$ cat config.mk
export PLATFORM = sky130hd
export DESIGN_NAME = pipe_hazard_ctrl
export DESIGN_NICKNAME = d
export VERILOG_FILES = /design/src/rtl/hazard_pkg.sv /design/src/rtl/hazard_scoreboard.sv /design/src/rtl/pipe_hazard_ctrl.sv
export SDC_FILE = /design/constraint.sdc
export NUM_CORES = 1
export LEC_CHECK = 0
export ABC_AREA = 1
export CAP_MARGIN = 5
export CORE_ASPECT_RATIO = 2
export CORE_MARGIN = 3
export CORE_UTILIZATION = 43
export DETAILED_ROUTE_END_ITERATION = 10
export PLACE_DENSITY = 0.86
export REMOVE_ABC_BUFFERS = 1
export SLEW_MARGIN = 15
export SYNTH_ARGS = -nofsm -noshare
export SYNTH_HDL_FRONTEND = slang
export SYNTH_SLANG_ARGS = --single-unit
$ cat constraint.sdc
create_clock -name i_clk -period 2.1 [get_ports i_clk]
set_clock_uncertainty 0.15 [all_clocks]
set_input_delay 0.525 -clock i_clk [delete_from_list [all_inputs] [get_ports i_clk]]
set_output_delay 0.525 -clock i_clk [all_outputs]
set_load 0.05 [all_outputs]
$ cat src/rtl/hazard_pkg.sv
// Shared types for the pipeline hazard controller: scoreboard entry, FSM state, fwd-select width.
package hazard_pkg;

  // Scoreboard rd field is sized for the widest register file we support (REG_ADDR_W <= 8).
  localparam int unsigned SbRdW = 8;

  typedef enum logic [1:0] {
    RUN    = 2'd0,
    DRAIN  = 2'd1,
    HALTED = 2'd2
  } hz_state_e;

  typedef struct packed {
    logic             valid;
    logic [SbRdW-1:0] rd;
    logic             we;
    logic             is_load;
    logic             halt;
  } sb_entry_t;

  function automatic int unsigned fwd_w(input int unsigned n);
    return (n < 2) ? 1 : $clog2(n + 1);
  endfunction

endpackage

$ cat src/rtl/hazard_scoreboard.sv
// In-flight destination scoreboard: one entry per tracked stage, shifted when not held,
// with per-operand/per-stage match flags against the ID sources.
module hazard_scoreboard
  import hazard_pkg::*;
#(
  parameter int unsigned NUM_STAGES = 3,
  parameter int unsigned NUM_SRC    = 2,
  parameter int unsigned REG_ADDR_W = 5
) (
  input  logic                          i_clk,
  input  logic                          i_reset,
  input  logic                          i_shift,
  input  sb_entry_t                     i_entry,
  input  logic [NUM_SRC*REG_ADDR_W-1:0] i_src_num,
  input  logic [NUM_SRC-1:0]            i_src_used,
  output logic [NUM_SRC*NUM_STAGES-1:0] o_match,
  output logic                          o_head_is_load,
  output logic                          o_tail_halt
);

  sb_entry_t r_sb [NUM_STAGES];
  logic      w_unused_tail;

  always_ff @(posedge i_clk) begin
    if (i_reset) begin
      for (int k = 0; k < NUM_STAGES; k++) begin
        r_sb[k] <= '0;
      end
    end else if (i_shift) begin
      r_sb[0] <= i_entry;
      for (int k = 1; k < NUM_STAGES; k++) begin
        r_sb[k] <= r_sb[k-1];
      end
    end
  end

  // Match flags are laid out source-major: bit s*NUM_STAGES+k is source s against stage k.
  always_comb begin
    o_match = '0;
    for (int s = 0; s < NUM_SRC; s++) begin
      for (int k = 0; k < NUM_STAGES; k++) begin
        o_match[s*NUM_STAGES+k] = i_src_used[s] & r_sb[k].valid & r_sb[k].we
            & (r_sb[k].rd == SbRdW'(i_src_num[s*REG_ADDR_W +: REG_ADDR_W]))
            & (r_sb[k].rd != '0);
      end
    end
  end

  assign o_head_is_load = r_sb[0].valid & r_sb[0].is_load;
  assign o_tail_halt    = r_sb[NUM_STAGES-1].valid & r_sb[NUM_STAGES-1].halt;
  assign w_unused_tail  = r_sb[NUM_STAGES-1].is_load;

endmodule

$ cat src/rtl/pipe_hazard_ctrl.sv
// Hazard/stall controller: forwarding selects, load-use stall, branch flush, mem-busy freeze and
// halt drain. Optional build macro HAZARD_STATS_EN enables the stall/flush statistics counters.
module pipe_hazard_ctrl
  import hazard_pkg::*;
#(
  parameter int unsigned NUM_STAGES = 3,
  parameter int unsigned NUM_SRC    = 2,
  parameter int unsigned REG_ADDR_W = 5
) (
  input  logic                          i_clk,
  input  logic                          i_reset,
  input  logic                          i_id_valid,
  input  logic [NUM_SRC*REG_ADDR_W-1:0] i_id_src_num,
  input  logic [NUM_SRC-1:0]            i_id_src_used,
  input  logic [REG_ADDR_W-1:0]         i_id_rd_num,
  input  logic                          i_id_rd_we,
  input  logic                          i_id_is_load,
  input  logic                          i_id_halt,
  input  logic                          i_mem_busy,
  input  logic                          i_br_taken,
  output logic                          o_stall_if,
  output logic                          o_stall_id,
  output logic                          o_bubble_ex,
  output logic                          o_flush_id,
  output logic [NUM_SRC*fwd_w(NUM_STAGES)-1:0] o_fwd_sel,
  output logic                          o_halted,
  output logic [31:0]                   o_stat_stalls,
  output logic [31:0]                   o_stat_flushes
);

  localparam int unsigned FWD_W = fwd_w(NUM_STAGES);

  hz_state_e                     r_state;
  logic                          r_halted;
  logic [NUM_SRC*NUM_STAGES-1:0] w_match;
  logic                          w_head_is_load;
  logic                          w_tail_halt;
  logic                          w_load_use;
  logic                          w_accept_halt;
  logic                          w_stall_ev;
  logic                          w_flush_ev;
  sb_entry_t                     w_entry;

  hazard_scoreboard #(
    .NUM_STAGES (NUM_STAGES),
    .NUM_SRC    (NUM_SRC),
    .REG_ADDR_W (REG_ADDR_W)
  ) u_scoreboard (
    .i_clk          (i_clk),
    .i_reset        (i_reset),
    .i_shift        (!i_mem_busy),
    .i_entry        (w_entry),
    .i_src_num      (i_id_src_num),
    .i_src_used     (i_id_src_used),
    .o_match        (w_match),
    .o_head_is_load (w_head_is_load),
    .o_tail_halt    (w_tail_halt)
  );

  // Scan oldest to youngest so the youngest matching stage wins.
  always_comb begin
    o_fwd_sel  = '0;
    w_load_use = 1'b0;
    for (int s = 0; s < NUM_SRC; s++) begin
      for (int k = NUM_STAGES - 1; k >= 0; k--) begin
        if (w_match[s*NUM_STAGES+k]) begin
          o_fwd_sel[s*FWD_W +: FWD_W] = FWD_W'(k + 1);
        end
      end
      if (w_match[s*NUM_STAGES] && w_head_is_load) begin
        w_load_use = 1'b1;
      end
    end
  end

  always_comb begin
    o_stall_if    = 1'b0;
    o_stall_id    = 1'b0;
    o_bubble_ex   = 1'b0;
    o_flush_id    = 1'b0;
    w_accept_halt = 1'b0;
    w_stall_ev    = 1'b0;
    w_flush_ev    = 1'b0;
    w_entry       = '0;
    if (r_state == HALTED) begin
      o_stall_if  = 1'b1;
      o_stall_id  = 1'b1;
      o_bubble_ex = !i_mem_busy;
    end else if (i_mem_busy) begin
      o_stall_if = 1'b1;
      o_stall_id = 1'b1;
    end else if (r_state == DRAIN) begin
      o_stall_if  = 1'b1;
      o_stall_id  = 1'b1;
      o_bubble_ex = 1'b1;
    end else if (i_br_taken) begin
      o_flush_id  = 1'b1;
      o_bubble_ex = 1'b1;
      w_flush_ev  = 1'b1;
    end else if (w_load_use) begin
      o_stall_if  = 1'b1;
      o_stall_id  = 1'b1;
      o_bubble_ex = 1'b1;
      w_stall_ev  = 1'b1;
    end else begin
      w_entry.valid   = i_id_valid;
      w_entry.rd      = SbRdW'(i_id_rd_num);
      w_entry.we      = i_id_rd_we;
      w_entry.is_load = i_id_is_load;
      w_entry.halt    = i_id_valid & i_id_halt;
      w_accept_halt   = i_id_valid & i_id_halt;
    end
  end

  // The whole FSM freezes with the pipe while memory is busy.
  always_ff @(posedge i_clk) begin
    if (i_reset) begin
      r_state  <= RUN;
      r_halted <= 1'b0;
    end else if (!i_mem_busy) begin
      unique case (r_state)
        RUN: begin
          if (w_accept_halt) r_state <= DRAIN;
        end
        DRAIN: begin
          if (w_tail_halt) begin
            r_state  <= HALTED;
            r_halted <= 1'b1;
          end
        end
        HALTED: begin
          r_halted <= 1'b1;
        end
        default: begin
          r_state  <= RUN;
          r_halted <= 1'b0;
        end
      endcase
    end
  end

  assign o_halted = r_halted;

`ifdef HAZARD_STATS_EN
  logic [31:0] r_stat_stalls;
  logic [31:0] r_stat_flushes;

  always_ff @(posedge i_clk) begin
    if (i_reset) begin
      r_stat_stalls  <= '0;
      r_stat_flushes <= '0;
    end else begin
      if (w_stall_ev && (r_stat_stalls != '1)) r_stat_stalls <= r_stat_stalls + 32'd1;
      if (w_flush_ev && (r_stat_flushes != '1)) r_stat_flushes <= r_stat_flushes + 32'd1;
    end
  end

  assign o_stat_stalls  = r_stat_stalls;
  assign o_stat_flushes = r_stat_flushes;
`else
  logic w_unused_stats;

  assign w_unused_stats = w_stall_ev ^ w_flush_ev;
  assign o_stat_stalls  = '0;
  assign o_stat_flushes = '0;
`endif

endmodule

**Word-level counts from Yosys, hierarchy flattened**

Memory sizes are Yosys's and may differ from the RTL's.
Cells that the tools add are included.

- Bits in read-only memories: 0
- Register bits after elaboration: 3
- Bits in latches: 0
- Memories kept: 1
- Memory bits (writable): 36
- Word-level logic and storage cells: 99

Memory list:

| name | words | width | read ports | clocked after memory_dff | wr ports | line | RTL |
|---|---|---|---|---|---|---|---|
| u_scoreboard.r_sb | 3 | 12 | 3 | 0 | 3 | hazard_scoreboard.sv:21 | `sb_entry_t r_sb [NUM_STAGES];` |

- Multiplexer cells: 44
- Shift operators: 0
- Reduce and logical (&&, ||, !) cells: 9
- Equality and inequality tests: 10
- Multiply operators: 0
- Bitwise gates (word level): 33
- $lt $le $gt $ge: 0
- Div/mod/pow operators: 0
- $add $sub $neg: 0

Operator list:

| kind | number |
|---|---|
| 12-bit two-way mux | 8 |
| 8-bit by 5-bit equality test with 1-bit output | 6 |
| 1-bit AND | 27 |
| 1-bit two-way mux | 26 |
| 8-bit nonzero test | 3 |
| 2-bit two-way mux | 8 |
| 2-bit case mux with 3 select lines | 1 |
| 4-bit AND reduction | 1 |
| 1-bit NOT | 3 |
| 1-bit OR | 3 |
| 1-bit case mux with 3 select lines | 1 |
| 3-bit AND reduction | 1 |
| 2-bit by 1-bit equality test with 1-bit output, second input constant | 1 |
| 2-bit equality test, second input constant | 1 |
| 1-bit logical AND | 2 |
| 2-bit zero test | 1 |
| 2-bit by 1-bit != test with 1-bit output, second input constant | 1 |
| 2-bit != test, second input constant | 1 |
| 1-bit zero test | 1 |

**Longest topological paths before layout**

Gate-level depths: netlist of the first run.
An unclocked memory read counts as a cell.

- Word-level depth: 15
- Depth in mapped cells: 14
- Gate-level depth less buffers: 14

**Cells and area by module**

Synthesis of the first run repeated with hierarchy kept, for this count alone.

- Cells, all modules: 398
- Area total of the unflattened synthesis: 2852.7 um^2

By module, submodules not included:

| module | area each (um^2) | instances | cells each |
|---|---|---|---|
| hazard_scoreboard | 1971.9 | 1 | 265 |
| pipe_hazard_ctrl | 880.8 | 1 | 133 |

**Worst setup path after synthesis of the first run**

OpenSTA, ideal clock, no wires.

- Path kind: input-to-output
- Start: input port i_id_src_num[9]
- End: output port o_stall_if
- Path slack: -1.150 ns
- Stages on the path: 9
- Arrival: 2.575 ns
- Path through: inv_1 > a21oi_1 > nand2_1 > nor2_2 > nand2_1 > nand2_2 > nand2_2 > o21ai_0 > buf_4

- Longest elaborated chain between the ends: 10

Ends and longest elaborated chain:

| what | line | RTL |
|---|---|---|
| start: declaration | pipe_hazard_ctrl.sv:13 | `input logic [NUM_SRC*REG_ADDR_W-1:0] i_id_src_num,` |
| 8-bit by 5-bit equality test with 1-bit output | hazard_scoreboard.sv:43 | `& (r_sb[k].rd == SbRdW'(i_src_num[s*REG_ADDR_W +: REG_ADDR_W]))` |
| 1-bit AND | hazard_scoreboard.sv:43 |  |
| 1-bit AND | hazard_scoreboard.sv:44 | `& (r_sb[k].rd != '0);` |
| 1-bit logical AND | pipe_hazard_ctrl.sv:70 | `if (w_match[s*NUM_STAGES] && w_head_is_load) begin` |
| 1-bit two-way mux | pipe_hazard_ctrl.sv:70 |  |
| 1-bit two-way mux (5 in series) | n/a |  |
| end: declaration | pipe_hazard_ctrl.sv:21 | `output logic o_stall_if,` |

No other way between the ends.

==> impl_metrics.yaml, run 1 <==
worst_hold_path:
  min_path_cells: 2
  hold_end: "o_halted"
  hold_class: "reg -> reg"
  min-delay-start: "o_halted"
timing:
  max_slew_margin_pct: 62.8
  finalHoldViolations: 0
  final.period_utilization_pct: 124
  worstMarginPinSlew_ps: 557
  postLayoutSetupSlackWorst_ps: -507
  period_needed_ps: 2610
  setup_viol: 7
  rsz0062_at_grt: "yes"
  whs_ps: 338
  max_freq_mhz: 384
  finalMaxSlewViolations: 0
yosys:
  synth.area.top_cells: "edfxtp_1, buf_4, inv_1, nand2_1, nor2_1"
  syn_inst: 284
  ys_ff_latch: 28
  synth_largest_area_cell: "edfxtp_1"
  synthMostInstantiatedCell: "buf_4"
  synth.avg_cell_area_sq_um: 8.01
  ys.flop_type: "edfxtp_1"
  synth_top_area_share_pct: 33.0
  syn_area_sq_um: 2270
  ys_seq_area_share_pct: 35.7
  synth_cell_types: 29
  async_flop_share_pct: 0
  synthTopCellsByCount: "buf_4, inv_1, nand2_1, nor2_1, edfxtp_1"
  synth-edff-count: 25
  yosys_warnings: 0
global_routing:
  grt_pass1_vias: 1976
  grt_max_degree: 26
  gr-total-overflow: 0
  gr-usage-all-layers_pct: 18.1
  antenna_found_initial: 0
  grt_first_pass_wirelength_um: 8820
critical_path:
  critPathMaxStageDelay_ps: 430
  worstSetupPathType: "reg -> out"
  arrival_ps: 1930
  reg2reg_depth: 13
  cp_slowest_cell: "edfxtp_1"
  cp_data_required_time_ps: 1420
  startpoint_type: "register"
  reg2reg_slack_ps: 30
  endpoint_kind: "output pin"
  r2r-start: "u_scoreboard.r_sb[0][7]"
  crit_top_cell: "nand2_2"
  r2r-end: "r_state[1]"
  worstPathMaxFanout: 3
  crit_chain: "buf_4 > a21oi_2 > nand2_1 > nor2_2 > nand2_2 > nand2_2 > nand2_4 > o21ai_2 > buf_6 > buf_12"
routing:
  wire_per_inst_um: 13.9
  drc_errors: 0
  avgViaCountPerCell: 4.71
  drtPass1Iterations: 4
  drt_wl_total_um: 6170
  vias: 2085
  ant_nets: 0
  drtIter0Drc: 78
die:
  dieArea_sq_um: 6250
  io_pins: 98
  die_y_um: 109
  initial_utilization_pct: 45.5
  rows: 36
  die_w_um: 57.4
  core_area_sq_um: 5000
layout:
  antenna_cells: 0
  area_growth_pct: 48.8
  nets: 415
  drive_gt1_share_pct: 39.9
place:
  place_hpwl_um: 3960
  dp_slack_ps: -869
  io_buffer_count: 33
  gp_congestion: 0.897
clock_tree:
  cts_tree: "yes"
  clock-root-buffer: "clkbuf_8"
  ctsHoldBuffers: 0
  cts.sinks: 28
  clkTransAtPathRegs_ps: 100
  htree_levels: 1
  clk_latency_ps: 280
  clockBufferDepth: 2
  cts_buffers: 3
run_status:
  violations: "negative setup slack"
  status: "complete, but fails checks"
job:
  max-cap-violations: 0
power:
  powerDensity_nw_per_um2: 520
  ir_drop_v: 0.000625
  power.leakage_nw: 1.67
  power_mw: 1.76
==> flip-flops by register name, indices dropped and copies added (netlist names) <==
signal,count
r_state,2
o_halted,1
u_scoreboard.r_sb,25
==> cells in the final DEF, fill, tap and decap left out, types with 2 or more instances in the layout <==
cell type / count
inv_4: 2
nand2_2: 6
nor3_2: 3
xnor2_1: 6
buf_6: 15
nand3_2: 4
xor2_1: 9
a21oi_2: 2
nand3_1: 4
nand2_4: 3
conb_1: 64
buf_12: 10
buf_2: 2
edfxtp_1: 25
ha_4: 2
dlygate4sd2_1: 8
clkdlybuf4s50_1: 10
inv_2: 10
buf_4: 52
nor2_4: 4
nor3_1: 2
clkbuf_8: 4
inv_1: 34
xnor2_2: 4
nand2_1: 34
nand4_1: 3
nor3_4: 2
a21oi_1: 5
nor2_2: 14
nor2_1: 21
clkdlybuf4s15_2: 3
==> worst max-delay path, delay by kind of cell, from the launching register on <==
family	cells	cell delay (ps)
flops	1	430
buf+inv	3	440
simple gates	5	500
compound gates	2	280
==> per-layer routing <==
| layer | part of all wire [%] | vias up | GRT usage, % | wire (um) |
|---|---|---|---|---|
| met1 | 34 | 978 | 18.0 | 2070 |
| met3 | 7.3 | 23 | 1.54 | 448 |
| met2 | 55 | 125 | 34.8 | 3400 |
| met4 | 4.0 | 0 | 10.9 | 249 |
| li1 | - | 959 | - | - |
| met5 | 0 | - | 0 | 0 |
==> power by group <==
part | switching [mW] | internal, mW | leakage, nW
Sequential | 0.0297 | 0.641 | 0.303
Clock | 0.177 | 0.168 | 0.0288
Combinational | 0.492 | 0.251 | 1.34
==> stage by stage <==
stage	setup TNS [ps]	cell area (sq um)	instances	utilization, %
final	-3180	3380	443	67.7
after CTS	-3180	3200	441	64.0
after global routing	-4030	3380	443	67.7
after global placement	-10000	2860	417	57.1
after detailed placement	-10680	2860	417	57.1
after floorplan	-5540	2020	281	-
==> timing repair <==
action,CTS,global route
buffers inserted,20,7
gates cloned,0,0
pin swaps,14,12
endpoints found under the setup margin,18,20
resized for setup,65,44
==> how the worst max path moves through the flow <==
stage / from / endpoint / depth (start not counted)
floorplan: i_id_src_num[9] / o_stall_id / 8
global placement: i_id_src_num[6] / o_fwd_sel[3] / 9
detailed placement: i_id_src_num[6] / o_fwd_sel[3] / 9
CTS: u_scoreboard.r_sb[0][4] / o_bubble_ex / 11
global route: u_scoreboard.r_sb[0][4] / o_bubble_ex / 11
finish: u_scoreboard.r_sb[0][7] / o_stall_if / 10
==> layout make-up <==
class	instances	area (sq um)
inverters	46	178
fillers	344	1620
flip-flops and latches	28	816
well taps	57	71.3
clock buffers	4	55.1
multi-input cells	207	1280
repair buffers	101	986
==> kinds of logic after synthesis <==
family	share of synthesized area, %
AOI/OAI and AO/OA	4.40
xor gates and xnor gates	7.32
adders and majority gates	1.65
buffers and inverters	29.2
DFF	35.7
other	0.165
and+or+nand+nor	21.6
Power figures use the tool's default switching activity.
==> run 2, diff against run 1 <==
ABC_AREA = not set   (was 1)
CORE_UTILIZATION = 42   (was 43)
SKIP_CTS_REPAIR_TIMING = 1   (was not set)
==> impl_metrics.yaml, run 2 <==
run_status:
  status: "complete, but fails checks"
  violations: "negative setup slack"
yosys:
  synth-xor-area-share_pct: 12.2
  synth-edff-count: 25
  synth_cell_types: 39
  synth_top_area_share_pct: 34.9
  synth_top_family_by_area: "buffers and inverters"
  ys_seq_area_share_pct: 37.7
  async_flop_share_pct: 0
  synth_largest_area_cell: "edfxtp_1"
  synth.area.top_cells: "edfxtp_1, buf_4, xnor2_1, and2_1, dfxtp_1"
  synthAdderAreaFrac_pct: 1.75
  synthTopCellsByCount: "buf_4, xnor2_1, edfxtp_1, and2_1"
  synth.avg_cell_area_sq_um: 10.0
  synthMostInstantiatedCell: "buf_4"
  synth-simple-area-share_pct: 18.3
  ys_ff_latch: 28
  syn_inst: 215
  ys.flop_type: "edfxtp_1"
  yosys_warnings: 0
  synth_compound_area_share_pct: 4.71
  synthMuxAreaShare_pct: 0.931
  syn_area_sq_um: 2150
critical_path:
  worstPathMaxFanout: 3
  endpoint_kind: "output pin"
  startpoint_type: "register"
  reg2reg_depth: 9
  cp_data_required_time_ps: 1420
  arrival_ps: 2060
  worstSetupEndpoint: "o_fwd_sel[2]"
  r2r-end: "u_scoreboard.r_sb[0][0]"
  reg2reg_slack_ps: -170
  r2r-start: "u_scoreboard.r_sb[0][6]"
  worstSetupPathType: "reg -> out"
  crit_path_start: "u_scoreboard.r_sb[0][6]"
timing:
  postLayoutSetupSlackWorst_ps: -636
  setup_viol: 17
  rsz0062_at_grt: "yes"
  final.period_utilization_pct: 130
  setup_tns_ps: -5350
  period_needed_ps: 2740
  finalHoldViolations: 0
  finalMaxSlewViolations: 0
  max_slew_margin_pct: 47.3
  max_freq_mhz: 365
  worstMarginPinSlew_ps: 787
routing:
  vias: 1614
  avgViaCountPerCell: 4.65
  drt_wl_total_um: 4980
  wire_per_inst_um: 14.4
  drtIter0Drc: 44
  ant_nets: 0
  drtPass1Iterations: 4
  drc_errors: 0
clock_tree:
  clock-root-buffer: "clkbuf_8"
  cts.sinks: 28
  clockBufferDepth: 2
  clk_latency_ps: 270
  clkTransAtPathRegs_ps: 90
  cts_buffers: 3
  htree_levels: 1
  cts_tree: "yes"
global_routing:
  gr-total-overflow: 0
  grt_max_degree: 26
  grt_pass1_vias: 1525
  grt_first_pass_wirelength_um: 6960
  gr-usage-all-layers_pct: 15.0
  antenna_found_initial: 0
power:
  clock_power_share_pct: 25.2
  power_mw: 1.65
  netSwitchingPower_mw: 0.576
  p_int_mw: 1.07
  sw_frac_of_total_pct: 35.0
  ir_drop_v: 0.000489
  power.leakage_nw: 1.35
  pwr-share-seq_pct: 40.2
  combPwrFrac_pct: 34.7
  powerDensity_nw_per_um2: 554
die:
  core_area_sq_um: 4910
  rows: 36
  dieArea_sq_um: 6060
  die_y_um: 107
  io_pins: 98
  die_w_um: 56.6
  initial_utilization_pct: 43.8
job:
  max-cap-violations: 0
layout:
  nets: 319
  largest-register: "u_scoreboard.r_sb"
  drive_gt1_share_pct: 30.3
  layout_common_cells: "conb_1, buf_4, xnor2_1, edfxtp_1, and2_1"
  layout_commonest_cell: "conb_1"
  utilization_pct: 60.6
  largest_reg_flops: 25
  antenna_cells: 0
  area_growth_pct: 38.3
worst_hold_path:
  hold_class: "reg -> reg"
  min_path_cells: 1
place:
  io_buffer_count: 33
  place_hpwl_um: 3760
  gp_congestion: 0.956
-- run 2: cell count changes in the layout (fill, tap and decap cells not counted), sizes merged, moves of 11 or more --
| cell | delta |
|---|---|
| inv | -43 |
| nand2 | -35 |
| nor2 | -31 |
| buf | -27 |
| xnor2 | +20 |
| and2 | +17 |
| dlymetal6s2s | +11 |
-- run 2: worst min-delay path by stage --
stage,from,to,slack (ps)
global placement,r_state[0],r_state[0],330
finish,r_state[0],r_state[0],370
global route,r_state[0],r_state[0],380
detailed placement,r_state[0],r_state[0],340
floorplan,r_state[0],r_state[0],320
CTS,r_state[0],r_state[0],360
-- run 2: power groups by stage --
stage          Clock (mW)  Combinational (mW)  Sequential, mW
5_1_grt             0.441               0.599           0.665
3_5_place_dp            0               0.541           0.673
6_report            0.414               0.571           0.661
2_1_floorplan           0               0.371           0.673
3_3_place_gp            0               0.537           0.671
4_1_cts             0.426               0.542           0.660
-- run 2: area by class of cell --
cell class / instances / area (sq um)
Fill cell: 386 / 1940
Multi-Input combinational cell: 179 / 1230
Sequential cell: 28 / 816
Timing Repair Buffer: 76 / 777
Tap cell: 57 / 71.3
Clock buffer: 3 / 41.3
Clock inverter: 1 / 30.0
Inverter: 3 / 11.3
-- run 2: critical path, stage by stage, from the launching register on --
cell,delay [ps]
edfxtp_1,440
or4_4,570
nor2_4,150
nor4_2,70
buf_4,160
or2_4,250
buf_12,150
-- run 2: logic make-up after synthesis --
family,Yosys count
buffers and inverters,71
muxes,2
adders and majority gates,3
AOI/OAI and AO/OA,13
xor gates and xnor gates,30
DFF,28
and+or+nand+nor,67
other,1
-- run 2: metrics by stage --
| step | setup slack, ps | hold WS [ps] | instance area, sq um | cells |
|---|---|---|---|---|
| after floorplan | -1160 | 319 | 1880 | 210 |
| after global placement | -805 | 335 | 2640 | 338 |
| after detailed placement | -822 | 340 | 2640 | 338 |
| after CTS | -835 | 362 | 2710 | 342 |
| after global routing | -745 | 381 | 2970 | 347 |
| final | -636 | 368 | 2970 | 347 |
-- run 2: metal layers --
metal | vias to the layer above | routed length (um) | track usage (%)
met1 | 751 | 1450 | 13.7
met3 | 12 | 427 | 1.45
met4 | 0 | 190 | 10.4
met2 | 96 | 2920 | 29.3
met5 | - | 0 | 0
li1 | 755 | - | -
==> run 3, diff against run 2 <==
CTS_CLUSTER_SIZE = 24   (was not set)
==> results of run 3 <==
Same layout as run 2: the final DEF is identical, and so are final timing and power.
